### config.mk
export PLATFORM = sky130hd
export DESIGN_NAME = scc_cfg_master
export DESIGN_NICKNAME = d
export VERILOG_FILES = /design/src/rtl/scc_cfg_master.sv
export SDC_FILE = /design/constraint.sdc
export NUM_CORES = 1
export LEC_CHECK = 0
export ABC_AREA = 1
export BUFFER_PORTS_ARGS = -buffer_cell sky130_fd_sc_hd__buf_4
export CAP_MARGIN = 20
export CORE_AREA = 2 2 126 128
export DETAILED_ROUTE_END_ITERATION = 6
export DIE_AREA = 0 0 128 130
export GPL_TIMING_DRIVEN = 0
export HOLD_SLACK_MARGIN = 0.05
export MAX_ROUTING_LAYER = met4
export PLACE_DENSITY = 0.61
export SYNTH_ARGS = -nofsm -noshare
export SYNTH_HDL_FRONTEND = slang
export SYNTH_SLANG_ARGS = --single-unit
### constraint.sdc
create_clock -name hclk_i -period 7.63 [get_ports hclk_i]
set_input_delay 0.3815 -clock hclk_i [delete_from_list [all_inputs] [get_ports hclk_i]]
set_output_delay 0.3815 -clock hclk_i [all_outputs]
set_load 0.02 [all_outputs]
### src/rtl/scc_cfg_master.sv
// SCC serial configuration master: single local-bus requests shifted out over CFGCLK/CFGLOAD pins.
// Define SCC_MASTER_VERIFY_EN to enable automatic write-then-readback verification.
module scc_cfg_master #(
    parameter int unsigned ADDR_W       = 12,
    parameter int unsigned DATA_W       = 32,
    parameter int unsigned CLK_DIV      = 4,
    parameter int unsigned RD_LSB_FIRST = 1
) (
    input  logic              hclk_i,
    input  logic              hreset_i,
    input  logic              req_i,
    input  logic              write_i,
    input  logic [ADDR_W-1:0] addr_i,
    input  logic [DATA_W-1:0] wdata_i,
    input  logic              verify_i,
    output logic              busy_o,
    output logic              done_o,
    output logic              err_o,
    output logic [DATA_W-1:0] rdata_o,
    input  logic              ncfgrst_i,
    output logic              cfgclk_o,
    output logic              cfgload_o,
    output logic              cfgwnr_o,
    output logic              cfgdatain_o,
    input  logic              cfgdataout_i
);
    localparam int unsigned MaxAd = (ADDR_W > DATA_W) ? ADDR_W : DATA_W;
    localparam int unsigned MaxW  = (MaxAd > CLK_DIV) ? MaxAd : CLK_DIV;
    localparam int unsigned CW    = $clog2(MaxW) + 1;
    localparam logic [CW-1:0] SetupLast = CW'(CLK_DIV - 1);
    localparam logic [CW-1:0] DivHalf   = CW'(CLK_DIV);
    localparam logic [CW-1:0] DivLast   = CW'(2 * CLK_DIV - 1);
    localparam logic [CW-1:0] AddrLast  = CW'(ADDR_W - 1);
    localparam logic [CW-1:0] DataLast  = CW'(DATA_W - 1);

    typedef enum logic [2:0] {
        StIdle, StSetup, StAddr, StWdata, StLoad, StRdata, StDone
    } state_e;

    state_e              state_q, state_d;
    logic [CW-1:0]       div_q, div_d, div_inc, bit_q, bit_d;
    logic                write_q, write_d;
    logic [ADDR_W-1:0]   addr_sh_q, addr_sh_d;
    logic [DATA_W-1:0]   wd_sh_q, wd_sh_d, rd_sh_q, rd_sh_d, rdata_q, rdata_d;
    logic                busy_q, busy_d, done_q, done_d, err_q, err_d;
    logic                cfgclk_q, cfgclk_d, cfgload_q, cfgload_d;
    logic                cfgwnr_q, cfgwnr_d, cfgdatain_q, cfgdatain_d;
    logic [1:0]          rst_sync_q, dout_sync_q;
    logic                cfg_ok, dout_s, slot_end;
`ifdef SCC_MASTER_VERIFY_EN
    logic                verify_q, verify_d;
`else
    logic                unused_verify;
    assign unused_verify = verify_i;
`endif

    assign cfg_ok   = rst_sync_q[1];
    assign dout_s   = dout_sync_q[1];
    assign slot_end = (div_q == DivLast);
    assign div_inc  = slot_end ? '0 : div_q + 1'b1;

    always_comb begin
        state_d   = state_q;
        div_d     = div_q;
        bit_d     = bit_q;
        write_d   = write_q;
        addr_sh_d = addr_sh_q;
        wd_sh_d   = wd_sh_q;
        rd_sh_d   = rd_sh_q;
        rdata_d   = rdata_q;
        err_d     = 1'b0;
        cfgwnr_d  = cfgwnr_q;
`ifdef SCC_MASTER_VERIFY_EN
        verify_d  = verify_q;
`endif
        unique case (state_q)
            StIdle, StDone: begin
                state_d = StIdle;
                if (req_i && cfg_ok) begin
                    state_d   = StSetup;
                    div_d     = '0;
                    bit_d     = '0;
                    write_d   = write_i;
                    addr_sh_d = addr_i;
                    wd_sh_d   = wdata_i;
`ifdef SCC_MASTER_VERIFY_EN
                    verify_d  = write_i & verify_i;
`endif
                end
            end
            StSetup: begin
                div_d = div_q + 1'b1;
                if (div_q == SetupLast) begin
                    state_d = StAddr;
                    div_d   = '0;
                end
            end
            StAddr: begin
                div_d = div_inc;
                if (slot_end) begin
                    // Rotate so the address is intact again for a readback pass.
                    addr_sh_d = (addr_sh_q << 1) | (addr_sh_q >> (ADDR_W - 1));
                    bit_d     = bit_q + 1'b1;
                    if (bit_q == AddrLast) begin
                        bit_d   = '0;
                        state_d = write_q ? StWdata : StLoad;
                    end
                end
            end
            StWdata: begin
                div_d = div_inc;
                if (slot_end) begin
                    wd_sh_d = (wd_sh_q << 1) | (wd_sh_q >> (DATA_W - 1));
                    bit_d   = bit_q + 1'b1;
                    if (bit_q == DataLast) begin
                        bit_d   = '0;
                        state_d = StLoad;
                    end
                end
            end
            StLoad: begin
                div_d = div_inc;
                if (slot_end) begin
                    if (!write_q) begin
                        state_d = StRdata;
`ifdef SCC_MASTER_VERIFY_EN
                    end else if (verify_q) begin
                        state_d = StSetup;
                        write_d = 1'b0;
`endif
                    end else begin
                        state_d = StDone;
                    end
                end
            end
            StRdata: begin
                div_d = div_inc;
                if (slot_end) begin
                    if (RD_LSB_FIRST != 0) begin
                        rd_sh_d = (rd_sh_q >> 1) | (DATA_W'(dout_s) << (DATA_W - 1));
                    end else begin
                        rd_sh_d = (rd_sh_q << 1) | DATA_W'(dout_s);
                    end
                    bit_d = bit_q + 1'b1;
                    if (bit_q == DataLast) begin
                        state_d = StDone;
                        rdata_d = rd_sh_d;
`ifdef SCC_MASTER_VERIFY_EN
                        err_d   = verify_q && (rd_sh_d != wd_sh_q);
`endif
                    end
                end
            end
            default: state_d = StIdle;
        endcase

        // SCC dropped out of reset mid-transaction: abandon and report.
        if (busy_q && !cfg_ok) begin
            state_d = StDone;
            err_d   = 1'b1;
            rdata_d = rdata_q;
        end

        if (state_d == StSetup) cfgwnr_d = write_d;
        busy_d      = !(state_d == StIdle || state_d == StDone);
        done_d      = (state_d == StDone);
        cfgclk_d    = (state_d inside {StAddr, StWdata, StLoad, StRdata}) && (div_d >= DivHalf);
        cfgload_d   = (state_d == StLoad);
        cfgdatain_d = (state_d == StAddr)  ? addr_sh_d[ADDR_W-1] :
                      (state_d == StWdata) ? wd_sh_d[DATA_W-1]   : 1'b0;
    end

    always_ff @(posedge hclk_i or posedge hreset_i) begin
        if (hreset_i) begin
            state_q     <= StIdle;
            div_q       <= '0;
            bit_q       <= '0;
            write_q     <= 1'b0;
            addr_sh_q   <= '0;
            wd_sh_q     <= '0;
            rd_sh_q     <= '0;
            rdata_q     <= '0;
            busy_q      <= 1'b0;
            done_q      <= 1'b0;
            err_q       <= 1'b0;
            cfgclk_q    <= 1'b0;
            cfgload_q   <= 1'b0;
            cfgwnr_q    <= 1'b0;
            cfgdatain_q <= 1'b0;
            rst_sync_q  <= 2'b00;
            dout_sync_q <= 2'b00;
`ifdef SCC_MASTER_VERIFY_EN
            verify_q    <= 1'b0;
`endif
        end else begin
            state_q     <= state_d;
            div_q       <= div_d;
            bit_q       <= bit_d;
            write_q     <= write_d;
            addr_sh_q   <= addr_sh_d;
            wd_sh_q     <= wd_sh_d;
            rd_sh_q     <= rd_sh_d;
            rdata_q     <= rdata_d;
            busy_q      <= busy_d;
            done_q      <= done_d;
            err_q       <= err_d;
            cfgclk_q    <= cfgclk_d;
            cfgload_q   <= cfgload_d;
            cfgwnr_q    <= cfgwnr_d;
            cfgdatain_q <= cfgdatain_d;
            rst_sync_q  <= {rst_sync_q[0], ncfgrst_i};
            dout_sync_q <= {dout_sync_q[0], cfgdataout_i};
`ifdef SCC_MASTER_VERIFY_EN
            verify_q    <= verify_d;
`endif
        end
    end

    assign busy_o      = busy_q;
    assign done_o      = done_q;
    assign err_o       = err_q;
    assign rdata_o     = rdata_q;
    assign cfgclk_o    = cfgclk_q;
    assign cfgload_o   = cfgload_q;
    assign cfgwnr_o    = cfgwnr_q;
    assign cfgdatain_o = cfgdatain_q;

endmodule

=== After elaboration in Yosys (flattened, before gate mapping) ===
Index checks and enable logic that the tools add are counted.

* Output and inout port bits: 39
* Logic and storage cells: 100
* Flip-flop bits (word level): 135

* Bitwise gates (word level): 4
* Equality and inequality tests: 20
* Add/sub/neg operators: 2
* Mux-type cells: 35
* Order comparisons: 1
* Reduce and logical (&&, ||, !) cells: 19

{| class="wikitable"
|+ Operators by type and width
! kind !! number
|-
| two-way mux 32 bit || 2
|-
| case mux 32 bit (2 select lines) || 1
|-
| two-way mux 6 bit || 9
|-
| OR 31 x 32 -> 32 bit || 1
|-
| OR 32 x 1 -> 32 bit || 1
|-
| two-way mux 3 bit || 10
|-
| two-way mux 12 bit || 2
|-
| case mux 12 bit (2 select lines) || 1
|-
| case mux 6 bit (4 select lines) || 1
|-
| == test 3 bit, second input constant || 6
|-
| case mux 3 bit (6 select lines) || 1
|-
| case mux 6 bit (3 select lines) || 1
|-
| adder 6 x 1 -> 6 bit, second input constant || 2
|-
| == test 3 x 2 -> 1 bit, second input constant || 4
|-
| OR 12 x 1 -> 12 bit || 1
|-
| != test 2 bit, second input constant || 4
|-
| nonzero test 4 bit || 2
|-
| == test 3 x 1 -> 1 bit, second input constant || 2
|-
| == test 6 x 2 -> 1 bit, second input constant || 1
|-
| == test 6 x 3 -> 1 bit, second input constant || 1
|-
| == test 6 x 4 -> 1 bit, second input constant || 1
|-
| == test 6 x 5 -> 1 bit, second input constant || 1
|-
| greater-or-equal comparator 6 x 3 -> 1 bit, second input constant || 1
|-
| logical NOT 3 bit || 2
|-
| 13 further kinds || 23
|}

=== Logic depth before layout (Yosys ltp) ===
* Depth after elaboration: 8
* Mapped depth: 12

=== Least setup slack after synthesis ===
OpenSTA, ideal clock, no wires.

* Path kind: register to register
* Start: register bit_q[0]
* End: register rdata_q[10] (netlist: rdata_o[10])
* Cell stages (with the launch flop): 8
* Clock period less this slack: 1.623 ns
* Slack: 6.007 ns
* Buffers on the path: 1
* Required time: 7.500 ns
* Arrival: 1.493 ns
* Cells stage by stage: dfrtp_1 > ha_1 > nand3_1 > nor2_1 > nand4_2 > clkbuf_1 > nand2_1 > o21ai_0

* Longest elaborated chain between the ends: 2

{| class="wikitable"
|+ Ends and longest elaborated chain
! what !! RTL line !! RTL
|-
| from (decl) || 41 || <nowiki>logic [CW-1:0] div_q, div_d, div_inc, bit_q, bit_d;</nowiki>
|-
| from (signal assigned) || 198 || <nowiki>bit_q <= bit_d;</nowiki>
|-
| == test 6 x 5 -> 1 bit || 145 || <nowiki>if (bit_q == DataLast) begin</nowiki>
|-
| AND reduction 4 bit (no source line) || - ||
|-
| to (signal assigned) || 203 || <nowiki>rdata_q <= rdata_d;</nowiki>
|-
| to (decl) || 44 || <nowiki>logic [DATA_W-1:0] wd_sh_q, wd_sh_d, rd_sh_q, rd_sh_d, rdata_q, rdata_d;</nowiki>
|}

No other way between the ends.
A chain may end at the register's enable or synchronous reset.

=== Final worst setup path ===
* Start: register bit_q[0]
* End: register rdata_q[11] (netlist: rdata_o[11])

Same word-level chain as after synthesis.

==> reports/metrics.yaml <==
status:
  status: "finished, final reports clean"
finish:
  fin_nets: 804
  final_common_cell: "nand2_1"
  nFillCells: 1477
  syn_to_final_growth_pct: 26.6
  fin_util_pct: 46.4
  diodes: 0
  drive_gt1_share_pct: 19.9
  layout_common_cells: "nand2_1, dfrtp_1, buf_4, inv_1, o21ai_0"
critical_path:
  reg2reg_depth: 7
  end_kind: "register"
  crit_path_end: "rdata_o[11]$_DFFE_PP0P_"
  critPathRequiredTime_ps: 7910
  r2r-start: "bit_q[0]$_DFFE_PP0P_"
  start_kind: "register"
  crit_start: "bit_q[0]$_DFFE_PP0P_"
  r2r_end: "rdata_o[11]$_DFFE_PP0P_"
  r2r_setup_slack_ps: 5550
  crit_fanout: 10
  worst_ep_arrival_time_ps: 2370
  worstSetupPathType: "reg -> reg"
global_route:
  grt_pass1_vias: 4515
  grt_max_degree: 86
  grt_util_all_layers_pct: 16.7
  overflow: 0
  grt_pass1_wl_mm: 21.3
  antenna_found_initial: 0
timing:
  post-route-period-util_pct: 27.3
  worst_clock_skew_ps: 6.84
  finalCriticalPeriod_ps: 2080
  setup_tns_ps: 0
  tightest_slew_ps: 503
  fmax_ghz: 0.480
  hold_viol_final: 0
  setup_viol: 0
  max-slew-margin-rel_pct: 66.5
  final_max_slew_viol_count: 0
  rsz0062_at_grt: "no"
drt:
  viasPerCell: 4.79
  drc_errors: 0
  drt_iter0_markers: 253
  wl_per_cell_um: 13.3
  via_count: 4577
  dr.pass1.iters: 5
  wl_mm: 12.7
  antenna_left: 0
floorplanning:
  die_area_um2: 16600
  die_w_um: 128
  io_pins: 90
  initial_core_util_pct: 36.7
  coreArea_um2: 15400
  rows: 46
  die_height_um: 130
clocking:
  worstSkewPairLatency_ps: 410
  cts_resized: 0
  cts_setup_buffers: 0
  cts_sinks: 134
  htree_levels: 4
  cts_max_path_buffers: 2
  cts_root_buf: "clkbuf_16"
  numCtsBuffers: 17
  path_clk_slew_ps: 60
  cts_tree: "yes"
run:
  cap_violations: 0
synthesis:
  synth_async_sr_flop_share_pct: 100
  yosys_warnings: 0
  ys_ff_latch: 134
  avgSynthCellArea_um2: 8.81
  synthFlopType: "dfrtp_1"
  ys_types: 34
  synth-seq-area-share_pct: 59.3
  syn_nets: 695
  syn_area_um2: 5660
  synthCells: 642
  synth_edf_count: 0
hold_path:
  hp-class: "in -> reg"
power:
  pwr-share-clk_pct: 32.8
  internal_power_w: 0.00156
  power.leakage_nw: 3.49
  swShare_pct: 33.6
  pwr-share-seq_pct: 40.7
  p_per_area_nw_per_um2: 328
  p_sw_w: 0.000790
  p_comb_share_pct: 26.5
  ir_drop_mv: 0.159
placement:
  dp_hpwl_mm: 8.94
  port_buffers: 88
  gp_congestion: 0.872
registers in the layout (all words and copies together), names as in the netlist:
| name | cells |
|---|---|
| rdata_o | 32 |
| cfgdatain_o | 1 |
| cfgwnr_o | 1 |
| bit_q | 6 |
| state_q | 3 |
| cfgload_o | 1 |
| rst_sync_q | 2 |
| err_o | 1 |
| div_q | 6 |
| dout_sync_q | 2 |
| rd_sh_q | 31 |
| write_q | 1 |
| addr_sh_q | 12 |
| cfgclk_o | 1 |
| wd_sh_q | 32 |
| busy_o | 1 |
| done_o | 1 |
synthesized netlist by cell type, drive strengths merged, types with 3 or more instances:
cell type    n  area share, %
nand2      223             15
clkbuf      16            1.1
xor2         3           0.46
inv         69            4.6
nand3       55            5.0
nand4        5           0.66
buf          8           0.66
nor2        31            2.7
o21ai       70            6.3
o221ai      12            1.9
dfrtp      134             59
power groups by stage:
stage / clock (W) / sequential [W] / combinational (W)
floorplan: 0 / 0.000960 / 0.000447
global placement: 0 / 0.000961 / 0.000599
detailed placement: 0 / 0.000967 / 0.000625
CTS: 0.000782 / 0.000956 / 0.000631
global route: 0.000816 / 0.000976 / 0.000708
finish: 0.000771 / 0.000956 / 0.000623
worst min path at each step:
| stage | from | endpoint | slack [ps] | cells past startpoint |
|---|---|---|---|---|
| finish | cfgdataout_i | dout_sync_q[0]$_DFF_PP0_ | 70 | 1 |
| global route | cfgdataout_i | dout_sync_q[0]$_DFF_PP0_ | 60 | 1 |
| CTS | cfgdataout_i | dout_sync_q[0]$_DFF_PP0_ | 60 | 1 |
| detailed placement | rst_sync_q[0]$_DFF_PP0_ | rst_sync_q[1]$_DFF_PP0_ | 340 | 0 |
| global placement | dout_sync_q[0]$_DFF_PP0_ | dout_sync_q[1]$_DFF_PP0_ | 340 | 0 |
| floorplan | dout_sync_q[0]$_DFF_PP0_ | dout_sync_q[1]$_DFF_PP0_ | 330 | 0 |
metrics by stage:
| step | setup slack (ps) | power, W | hold WS, ps | std cells | cell area (um2) |
|---|---|---|---|---|---|
| final | 5550 | 0.00235 | 71.4 | 956 | 7160 |
| after floorplan | 3670 | 0.00141 | 331 | 642 | 5660 |
| after CTS | 5580 | 0.00237 | 58.3 | 956 | 7160 |
| after global placement | 2220 | 0.00156 | 335 | 922 | 6560 |
| after global routing | 5320 | 0.00250 | 58.1 | 956 | 7160 |
| after detailed placement | 5580 | 0.00159 | 342 | 923 | 6590 |
critical path: stages, from the launching register on:
cell and delay (ps):
dfrtp_1 420, ha_1 250, nand3_1 150, nor2_1 310, nand4_2 290, clkbuf_1 330
nand2_1 120, o21ai_0 80
logic make-up (layout without fill, tap and decap cells):
logic type      count (synthesis)  count (layout)  synth area share, %
simple gates                  317             317                 23.8
flops                         134             134                 59.3
buf+inv                        93             215                 6.30
compound gates                 90              90                 9.14
xor+xnor                        4               4                0.619
fa+ha+maj                       2               2                0.442
mux                             2               2                0.398
routing by layer:
layer,track usage [%],share of wire [%],vias to the layer above,wire [um]
met4,4.52,0.76,0,97
li1,-,-,2276,-
met1,20.8,47,2190,5920
met5,-,0,-,0
met3,5.29,5.8,7,735
met2,26.4,47,104,5940
what timing repair did:
item / CTS / global route
hold buffers: 1 / 0
endpoints found under the hold margin: 49 / 0
setup endpoints to repair: 0 / 0
final cells by class:
cell class | count | area [um2] | share of cell area [%]
Buffer | 24 | 97.6 | 1.36
Clock buffer | 23 | 488 | 6.81
Clock inverter | 9 | 75.1 | 1.05
Inverter | 69 | 264 | 3.69
Multi-Input combinational cell | 415 | 1950 | 27.2
Sequential cell | 134 | 3350 | 46.8
Tap cell | 192 | 240 | 3.35
Timing Repair Buffer | 90 | 698 | 9.75
(Power assumes the default switching activity.)
